**config.mk**
```make
export PLATFORM = sky130hd
export DESIGN_NAME = lc4_arith_seq
export DESIGN_NICKNAME = d
export VERILOG_FILES = /design/src/rtl/lc4_arith_seq.sv
export SDC_FILE = /design/constraint.sdc
export NUM_CORES = 1
export LEC_CHECK = 0
export CELL_PAD_IN_SITES_DETAIL_PLACEMENT = 0
export CELL_PAD_IN_SITES_GLOBAL_PLACEMENT = 1
export CORE_ASPECT_RATIO = 1.2
export CORE_MARGIN = 10
export CORE_UTILIZATION = 40
export DETAILED_ROUTE_END_ITERATION = 8
export GPL_ROUTABILITY_DRIVEN = 0
export GPL_TIMING_DRIVEN = 0
export PLACE_DENSITY = 0.83
export SLEW_MARGIN = 20
export SYNTH_ARGS = -nofsm -noshare
export SYNTH_HDL_FRONTEND = slang
export SYNTH_SLANG_ARGS = --single-unit
```
**constraint.sdc**
```tcl
create_clock -name clk -period 2.9 [get_ports clk]
set_clock_uncertainty 0.05 [all_clocks]
set_input_delay 0.87 -clock clk [delete_from_list [all_inputs] [get_ports clk]]
set_output_delay 0.87 -clock clk [all_outputs]
set_load 0.05 [all_outputs]
```
**src/rtl/lc4_arith_seq.sv**
```systemverilog
// rtl/lc4_arith_seq.sv - multi-cycle LC4 arithmetic unit with valid/ready handshake on both sides
// Optional feature macro: LC4_ARITH_FAST_MUL_EN (single-cycle combinational MUL instead of shift-add).
module lc4_arith_seq #(
  parameter int WIDTH = 16
) (
  input  logic             clk,
  input  logic             rst_n,
  input  logic             i_valid,
  output logic             o_ready,
  input  logic [2:0]       i_op,
  input  logic [WIDTH-1:0] i_a,
  input  logic [WIDTH-1:0] i_b,
  output logic             o_valid,
  input  logic             i_ready,
  output logic [WIDTH-1:0] o_result,
  output logic             o_busy
);

  localparam int CW = $clog2(WIDTH);

  localparam logic [2:0] OP_ADD   = 3'd0;
  localparam logic [2:0] OP_MUL   = 3'd1;
  localparam logic [2:0] OP_SUB   = 3'd2;
  localparam logic [2:0] OP_DIV   = 3'd3;
  localparam logic [2:0] OP_MOD   = 3'd4;
  localparam logic [2:0] OP_ADDI5 = 3'd5;
  localparam logic [2:0] OP_ADDI6 = 3'd6;

  typedef enum logic [1:0] {
    S_IDLE = 2'd0,
    S_CALC = 2'd1,
    S_DONE = 2'd2
  } state_t;

  state_t           state_q, state_d;
  logic [2:0]       op_q;
  logic [WIDTH-1:0] opa_q, opb_q, rem_q;
  logic [CW-1:0]    cnt_q;
  logic [WIDTH-1:0] result_q;

  logic             accept;
  logic             b_zero;
  logic             is_iter;
  logic             cnt_last;
  logic [WIDTH-1:0] add_b;
  logic             add_cin;
  logic [WIDTH-1:0] add_sum;
  logic [WIDTH-1:0] single_result;
  logic [WIDTH-1:0] step_opa, step_opb, step_rem;
  logic [WIDTH-1:0] step_result;
  logic [WIDTH:0]   rem_shift, rem_diff;

  assign accept   = i_valid && o_ready;
  assign b_zero   = (i_b == '0);
  assign cnt_last = (cnt_q == CW'(WIDTH - 1));

`ifdef LC4_ARITH_FAST_MUL_EN
  logic [WIDTH-1:0] mul_lo;
  assign mul_lo  = i_a * i_b;
  assign is_iter = (i_op == OP_DIV || i_op == OP_MOD) && !b_zero;
`else
  assign is_iter = ((i_op == OP_DIV || i_op == OP_MOD) && !b_zero) || (i_op == OP_MUL);
`endif

  // Shared adder: SUB is A + ~B + 1, the immediates are sign-extended from the low bits of B.
  always_comb begin
    add_b   = i_b;
    add_cin = 1'b0;
    case (i_op)
      OP_SUB: begin
        add_b   = ~i_b;
        add_cin = 1'b1;
      end
      OP_ADDI5: add_b = {{(WIDTH-5){i_b[4]}}, i_b[4:0]};
      OP_ADDI6: add_b = {{(WIDTH-6){i_b[5]}}, i_b[5:0]};
      default:  add_b = i_b;
    endcase
    add_sum = i_a + add_b + {{(WIDTH-1){1'b0}}, add_cin};
  end

  // Divide-by-zero and the reserved opcode both fall through to zero.
  always_comb begin
    single_result = '0;
    case (i_op)
      OP_ADD, OP_SUB, OP_ADDI5, OP_ADDI6: single_result = add_sum;
`ifdef LC4_ARITH_FAST_MUL_EN
      OP_MUL: single_result = mul_lo;
`endif
      default: single_result = '0;
    endcase
  end

  // One iteration: restoring divide step for DIV/MOD, shift-add step for MUL.
  always_comb begin
    rem_shift = {rem_q, opa_q[WIDTH-1]};
    rem_diff  = rem_shift - {1'b0, opb_q};
    step_opa  = opa_q;
    step_opb  = opb_q;
    step_rem  = rem_q;
    if (op_q == OP_MUL) begin
      step_rem = opb_q[0] ? (rem_q + opa_q) : rem_q;
      step_opa = {opa_q[WIDTH-2:0], 1'b0};
      step_opb = {1'b0, opb_q[WIDTH-1:1]};
    end else begin
      step_opa = {opa_q[WIDTH-2:0], ~rem_diff[WIDTH]};
      step_rem = rem_diff[WIDTH] ? rem_shift[WIDTH-1:0] : rem_diff[WIDTH-1:0];
    end
    step_result = (op_q == OP_DIV) ? step_opa : step_rem;
  end

  always_ff @(posedge clk or negedge rst_n) begin
    if (!rst_n) begin
      state_q <= S_IDLE;
    end else begin
      state_q <= state_d;
    end
  end

  always_comb begin
    state_d = state_q;
    case (state_q)
      S_IDLE: if (accept) state_d = is_iter ? S_CALC : S_DONE;
      S_CALC: if (cnt_last) state_d = S_DONE;
      S_DONE: if (i_ready) state_d = S_IDLE;
      default: state_d = S_IDLE;
    endcase
  end

  always_comb begin
    o_ready = (state_q == S_IDLE);
    o_valid = (state_q == S_DONE);
    o_busy  = (state_q == S_CALC);
  end

  always_ff @(posedge clk or negedge rst_n) begin
    if (!rst_n) begin
      op_q     <= '0;
      opa_q    <= '0;
      opb_q    <= '0;
      rem_q    <= '0;
      cnt_q    <= '0;
      result_q <= '0;
    end else begin
      case (state_q)
        S_IDLE: begin
          if (accept) begin
            op_q  <= i_op;
            cnt_q <= '0;
            if (is_iter) begin
              opa_q <= i_a;
              opb_q <= i_b;
              rem_q <= '0;
            end else begin
              result_q <= single_result;
            end
          end
        end
        S_CALC: begin
          opa_q <= step_opa;
          opb_q <= step_opb;
          rem_q <= step_rem;
          cnt_q <= cnt_q + CW'(1);
          if (cnt_last) result_q <= step_result;
        end
        default: begin
        end
      endcase
    end
  end

  assign o_result = result_q;

endmodule

```
== Word-level counts from Yosys, hierarchy flattened ==
Cells that the tools add are included.

* Register bits: 73
* Input port bits: 39
* Output and inout port bits: 19
* Logic and storage cells: 76

* $add $sub $neg: 5
* Equal/unequal tests: 17
* Multiplexer cells: 29
* Bitwise gates (word level): 2
* Reductions and logical operators: 16

{| class="wikitable"
|+ Operator list
! operator !! count
|-
| $mux 16 || 15
|-
| $pmux 16 s2 || 4
|-
| $pmux 16 s3 || 1
|-
| $add 16x16->16 || 2
|-
| $sub 17x16->17 || 1
|-
| $add 16x1->16 || 1
|-
| $logic_not 16->1 || 1
|-
| $not 16->16 || 1
|-
| $ne 2x1->1 const B || 5
|-
| $eq 3x2->1 const B || 3
|-
| $eq 3x3->1 const B || 3
|-
| $mux 2 || 4
|-
| $pmux 4 s2 || 1
|-
| $reduce_and 4->1 || 2
|-
| $eq 3x1->1 const B || 2
|-
| $pmux 2 s3 || 1
|-
| $reduce_and 3->1 || 2
|-
| $add 4x1->4 const B || 1
|-
| $eq 4x4->1 const B || 1
|-
| $mux 4 || 1
|-
| $reduce_and 2->1 || 2
|-
| $reduce_or 4->1 || 1
|-
| $logic_not 3->1 || 1
|-
| $eq 2x1->1 const B || 1
|-
| 9 further kinds || 12
|}

== Depth between registers and ports, before layout ==
* Depth in word-level cells: 8
* Depth in mapped cells: 17
* Depth with buffers taken out: 15

== Worst setup path before layout ==
No wires, ideal clock.

* Kind: input to register
* From: input port i_op[1]
* To: register result_q[12] (netlist: o_result[12])
* Library setup time: 0.137 ns
* Arrival time: 4.320 ns
* Required time: 2.713 ns
* Slack: -1.607 ns
* Stages: 16
* Path buffers: 1
* Cell sequence: buf_2 > inv_1 > nor3_1 > xor2_1 > ha_1 > and4bb_2 > or2_2 > fa_1 > a21o_1 > a21oi_1 > o21ai_0 > a41oi_1 > o21ai_0 > xor2_1 > a221oi_2 > o22ai_1

* Longest elaborated chain between the ends: 8
* Elaborated cells on any way between the ends: 21
* Those cells by class: add/sub (2); eq/ne (7); mux (6); reduce/logical (6)

{| class="wikitable"
|+ RTL lines
! what !! RTL line !! RTL
|-
| start, declared || 10 || <nowiki>input logic [2:0] i_op,</nowiki>
|-
| $eq 3x3->1 / $eq 3x2->1 (equally long branches) || 69, 84 ||
|-
| $pmux 16 s3 || 69 || <nowiki>case (i_op)</nowiki>
|-
| $add 16x16->16 || 78 || <nowiki>add_sum = i_a + add_b + {{(WIDTH-1){1'b0}}, add_cin};</nowiki>
|-
| $add 16x1->16 || 78 ||
|-
| $mux 16 || 84 || <nowiki>case (i_op)</nowiki>
|-
| $mux 16 || 149 || <nowiki>if (is_iter) begin</nowiki>
|-
| $mux 16 || 146 || <nowiki>if (accept) begin</nowiki>
|-
| $pmux 16 s2 || 144 || <nowiki>case (state_q)</nowiki>
|-
| end signal, assigned || 154 || <nowiki>result_q <= single_result;</nowiki>
|-
| end signal, assigned || 163 || <nowiki>if (cnt_last) result_q <= step_result;</nowiki>
|-
| end, declared || 39 || <nowiki>logic [WIDTH-1:0] result_q;</nowiki>
|}

Parallel ways exist; a longest one is shown, timed or not. The select of a mux whose other input is x is not followed.
A chain may end at the register's enable or synchronous reset.

== Final worst setup path ==
* From: input port i_op[1]
* To: register result_q[14] (netlist: o_result[14])

Same word-level chain as after synthesis.

==> results.json <==
{
  "timing.hold.ws_ns": 0.3773,
  "postSynthAreaPerCell_um2": 7.699,
  "cap_violations": 0,
  "ys.flop_type": "dfrtp_1",
  "slew_headroom_pct": 45.27,
  "ctsHoldBuffers": 0,
  "syn_area_um2": 6668,
  "avgViaCountPerCell": 6.066,
  "drtAntennaViolNets": 0,
  "fp.dieW_um": 137.9,
  "remaining_drc_errors": 0,
  "synth_edf_count": 0,
  "worstHoldPathType": "input port to asynchronous set/reset pin",
  "io_buffers": 54,
  "finalMaxSlewViolations": 0,
  "yosysSeqAreaShare_pct": 27.40,
  "fin_ws_ns": -0.6513,
  "path_cells": "buf_12, inv_6, nor3_4, xor2_1, ha_1, and4bb_2, or2_4, fa_2, a21o_1, a21oi_4, o21ai_2, a41oi_2, o211ai_1, and4b_1, a211oi_2, a31oi_1",
  "firstDrtPassIters": 5,
  "setup_viol": 28,
  "dieArea_um2": 22250,
  "fp.dieH_um": 161.4,
  "tightest_slew_ns": 0.8209,
  "synthArstFlopShare_pct": 100.0,
  "crit_arrival_ns": 3.72,
  "status": "finished, violations left",
  "cp_top_family": "compound AO/OA/AOI/OAI gates",
  "ir_drop_mv": 0.5341,
  "cts_made_buffers": 9,
  "syn-num-nets": 955,
  "track_usage_pct": 22.07,
  "final_nets": 1086,
  "wl_per_cell_um": 21.20,
  "critPathMaxStageDelay_ns": 0.34,
  "cts_buffer_depth": 2,
  "final_core_util_pct": 56.89,
  "synthDistinctLibCells": 72,
  "critPathCaptureType": "flop",
  "drt-total-wl_um": 25740,
  "period_needed_ns": 3.551,
  "grt_max_degree": 52,
  "worst-path-buf-inv": 2,
  "synth_area_leaders": "dfrtp_1 (27%), ha_1 (8.8%), nand2_1 (7.5%), o21ai_0 (4.3%), nor2_1 (4.3%)",
  "syn_to_final_growth_pct": 38.84,
  "final-hold-violation-count": 0,
  "num_vias": 7364,
  "layout-drive-gt1-share_pct": 25.75,
  "fin_crit_sh_pct": 122.5,
  "rsz0062_at_grt": "true",
  "nFillCells": 1524,
  "insertion_delay_ns": 0.34,
  "startpoint_type": "input port",
  "synth-warning-count": 0,
  "grt_pass1_vias": 7028,
  "cts.sinks": 73,
  "h-tree-depth": 3,
  "powerDensity_nw_per_um2": 1322,
  "synth_cells": 866,
  "cp_slowest_cell": "fa_2",
  "required_ns": 3.07,
  "antenna_found_initial": 0,
  "placementRows": 51,
  "cts_tree": "done",
  "p_leak_nw": 3.989,
  "max_freq_mhz": 281.6,
  "synth_top_area_share_pct": 27.40,
  "core_area_um2": 16270,
  "diodes": 0,
  "first_iter_violations": 792,
  "critical_path_peak_fanout": 6,
  "grt_overflow": 0,
  "failed_checks": "setup timing",
  "clk_pin_slew_ns": 0.06,
  "start_util_pct": 40.98,
  "place_hpwl_um": 18890,
  "ios": 58,
  "cts_root_buf": "clkbuf_16",
  "critPathKind": "input port to flop",
  "synth_top_area_cell": "dfrtp_1",
  "ys_ff_latch": 73,
  "grt_pass1_wl_um": 38340
}
==> timing repair <==
| action | in CTS | in global routing |
|---|---|---|
| setup buffers | 41 | 28 |
| gates resized for setup | 163 | 112 |
| gates cloned | 2 | 1 |
| setup endpoints to repair | 67 | 64 |
| pin swaps | 47 | 71 |
==> synthesized netlist by cell type, types with 5 or more instances <==
library cell,number
a211o_1,7
a211oi_1,23
a21o_1,20
a21oi_1,56
a22o_1,7
a22oi_1,6
a31oi_1,45
and3_1,6
buf_2,5
clkbuf_1,33
dfrtp_1,73
ha_1,47
inv_1,42
mux2i_1,10
nand2_1,134
nand2b_1,10
nand3_1,21
nand4_1,5
nor2_1,76
nor2b_1,8
nor3_1,17
nor4_1,5
o211ai_1,11
o21a_1,7
o21ai_0,57
o21ai_1,5
o21bai_1,7
o22ai_1,7
o31ai_1,5
or3_1,5
xnor2_1,15
xor2_1,21
==> cell usage in the layout, fill, tap and decap left out, types with 8 or more instances in the layout <==
cell type        Yosys  final
nor2_1              76     75
a211oi_1            23     13
dfrtp_1             73     67
a21o_1              20     18
nor3_1              17     15
clkdlybuf4s50_1      0     34
o21ai_0             57     36
nand2_1            134    126
buf_6                3     17
inv_1               42     38
mux2i_1             10      8
ha_1                47     38
clkbuf_16            0      9
xnor2_1             15     13
a21oi_2              1     14
buf_4                2     57
clkbuf_1            33     16
nand2b_1            10      8
o211ai_1            11     11
a21oi_1             56     37
clkbuf_2             1     14
nand3_1             21     18
o21ai_1              5     19
a31oi_1             45     38
xor2_1              21     19
==> worst paths after layout <==
path                          start      endpoint  slack (ns)  depth (start not counted)
hold reg to reg             op_q[2]       op_q[2]        0.46                          2
min in group clk            op_q[2]       op_q[2]        0.46                          2
max in group asynchronous     rst_n      opa_q[5]        1.83                          2
hold / removal                rst_n      opb_q[7]        0.38                          1
setup / recovery            i_op[1]  o_result[14]       -0.65                         16
setup reg to reg           opb_q[0]      rem_q[6]       -0.21                         15
==> report_power, final <==
| part | leakage (nW) | total (mW) | switching [mW] | internal, mW |
|---|---|---|---|---|
| Sequential | 0.864 | 2.15 | 0.653 | 1.49 |
| Clock | 0.133 | 1.05 | 0.463 | 0.582 |
| Combinational | 2.99 | 9.05 | 5.22 | 3.82 |
| Total | 3.99 | 12.2 | 6.34 | 5.90 |
==> flip-flops by register name, summed over array words and instances, names as in the netlist <==
register,cells
rem_q,16
state_q,2
opa_q,16
cnt_q,4
op_q,3
o_result,16
opb_q,16
==> kinds of logic (layout without fill, tap and decap cells) <==
group,count (synthesis),count (layout),synth area share (%)
compound gates,302,303,30.12
mux,13,13,2.008
simple gates,304,304,20.51
buf+inv,88,223,5.517
flops,73,73,27.40
xor+xnor,36,36,4.729
fa+ha+maj,50,50,9.720
==> per-layer routing <==
metal	vias to the layer above	routed length, µm	GRT usage [%]
li1	3451	-	-
met1	3540	10250	27.17
met2	302	12430	35.29
met3	71	1469	2.638
met4	0	1578	14.29
met5	-	0	0
==> stage by stage <==
step                instances  setup TNS (ns)  instance area [µm²]  setup slack [ns]  total power, mW
global placement         1132         -199.24                 7601            -1.808            8.801
global route             1214          -9.367                 9258           -0.7899            12.96
finish                   1214          -6.376                 9258           -0.6513            12.24
CTS                      1191          -7.242                 8713           -0.9796            10.91
floorplan                 866          -7.164                 6795           -0.9216            6.759
detailed placement       1133          -74.47                 7626            -1.841            8.821
==> cell type report <==
cell class / instances / area, µm² / area share [%]
clock buffers: 10 / 229.0 / 2.473
flip-flops and latches: 73 / 1834 / 19.81
multi-input cells: 706 / 5280 / 57.03
repair buffers: 125 / 1164 / 12.57
well taps: 212 / 265.3 / 2.865
inverters: 42 / 166.4 / 1.798
clock inverters: 6 / 43.79 / 0.4730
plain buffers: 40 / 275.3 / 2.973
Note: power is estimated with default switching activity, not from simulation.
==> RTL change: new RTL, same settings <==
The parameter `WIDTH` goes from 16 to 8.
--- a/src/rtl/lc4_arith_seq.sv
+++ b/src/rtl/lc4_arith_seq.sv
@@ -1,7 +1,7 @@
 // rtl/lc4_arith_seq.sv - multi-cycle LC4 arithmetic unit with valid/ready handshake on both sides
 // Optional feature macro: LC4_ARITH_FAST_MUL_EN (single-cycle combinational MUL instead of shift-add).
 module lc4_arith_seq #(
-  parameter int WIDTH = 16
+  parameter int WIDTH = 8
 ) (
   input  logic             clk,
   input  logic             rst_n,
Interface: changed (resized i_a, i_b and o_result); port bits go from 58 to 34. The function was not compared with the original's and may differ.
==> RTL change against the unedited design <==
- the flow still finishes with violations (setup timing)
- final area decreased by 54%
- sequential cell count down 33
- worst setup slack better by 390 ps
- total power fell by 54%
- clock power fell by 54%
- sequential share of layout area up 3.5 points
- routed wire length decreased by 58%
- die area down 44%
- area after synthesis fell by 49%
- critical path depth decreased by 4
- hold slack better by 48 ps
- critical path type unchanged
- largest cell class unchanged
==> RTL change: results (changes against the unedited design) <==
| Metric | Value |
|---|---|
| Synth Area per Inst | `8.518 sq um (+11%)` |
| Slew Limit Headroom | `0.3210 (-0.1318)` |
| Mux share of post-synthesis cell area | `0.04191 (+0.02184)` |
| Ranking of synthesized cells by area | `dfrtp_1 30%, ha_1 8.9%, nand2_1 4.8%, a21oi_1 3.7%, xor2_1 3.6%` |
| Worst skew pair latency | `310 ps (-30 ps)` |
| Clk slew on worst S/H paths | `90 ps (+30 ps)` |
| Post-synth net total | `446 (-53%)` |
| Layout cell share with drive strength beyond 1 | `0.1685 (-0.08899)` |
| Flop pwr share | `0.202 (+0.027)` |
| IO Port Bufs | `32 (-41%)` |
| Failing checks | `setup timing` |
| R2r endpoint | `o_result[2]` |
| CP max stage delay | `390 ps (+50 ps)` |
| Final nets | `506 (-53%)` |
| CTS root buffer | `clkbuf_8` |
| Setup TNS | `-497.2 ps (+5878 ps)` |
| Status | `finished, violations left` |
| Worst setup margin | `-257.5 ps (+393.9 ps)` |
| Largest net degree at the start of global routing | `26 (-50%)` |
| Number of global-route vias before repair | `3337 (-53%)` |
| Sequential area share after synthesis | `0.2967 (+0.02276)` |
| Seq. pwr | `1.14 mW (-47%)` |
| H-tree Lvls | `2 (-1)` |
| Commonest cells in the netlist | `43 x nand2_1, 40 x dfrtp_1, 31 x nor2_1` |
| R2R depth | `12 (-3)` |
| Crit path from | `i_b[0]` |
| Pre-CTS setup slack | `-1205 ps (+636.4 ps)` |
| First-pass GRT wire length | `16.98 mm (-56%)` |
| Worst hold slack | `425.1 ps (+47.78 ps)` |
| Post-synthesis compound-gate area fraction | `0.2656 (-0.03560)` |
| Number of library cell types mapped by synthesis | `61 (-15%)` |
| Seq. cell area | `0.001002 sq mm (-45%)` |
| Post-Synth XOR/XNOR Area | `0.06009 (+0.01280)` |
| Fillers | `783 (-49%)` |
| DP Area | `0.003887 sq mm (-49%)` |
| Synth Area in Adders | `0.1068 (+0.009621)` |
| Critical Path Sink | `o_result[6]` |
| Final setup viols | `4 (-86%)` |
| Gr usage total | `0.1665 (-0.05424)` |
| DP Cell Count | `543 (-52%)` |
| Final WL | `10.84 mm (-58%)` |
| Crit-path max FO | `4 (-2)` |
| Total internal power | `2.825 mW (-52%)` |
| CP arrival | `3340 ps (-380 ps)` |
| Final HPWL DP | `8.140 mm (-57%)` |
[RTL change: repair_timing]
item	4_1_cts	5_1_grt
gates resized for setup	40	24
pin swaps	21	9
buffers inserted	14	6
endpoints found under the hold margin	0	0
gates cloned	0	0
setup endpoints to repair	33	34
[RTL change: layout make-up]
class | instances | area share
Tap cell | 114 | 0.03322
Timing Repair Buffer | 53 | 0.1142
Clock inverter | 2 | 0.008159
Buffer | 17 | 0.02156
Clock buffer | 6 | 0.01690
Multi-Input combinational cell | 320 | 0.5559
Inverter | 19 | 0.01661
Sequential cell | 40 | 0.2334
[RTL change: per-layer routing]
| metal | track usage | up-vias | wire, um |
|---|---|---|---|
| met5 | 0 | - | 0 |
| met4 | 0.07230 | 0 | 331 |
| met3 | 0.02550 | 22 | 435 |
| met2 | 0.3099 | 103 | 5632 |
| met1 | 0.1837 | 1658 | 4443 |
| li1 | - | 1581 | - |
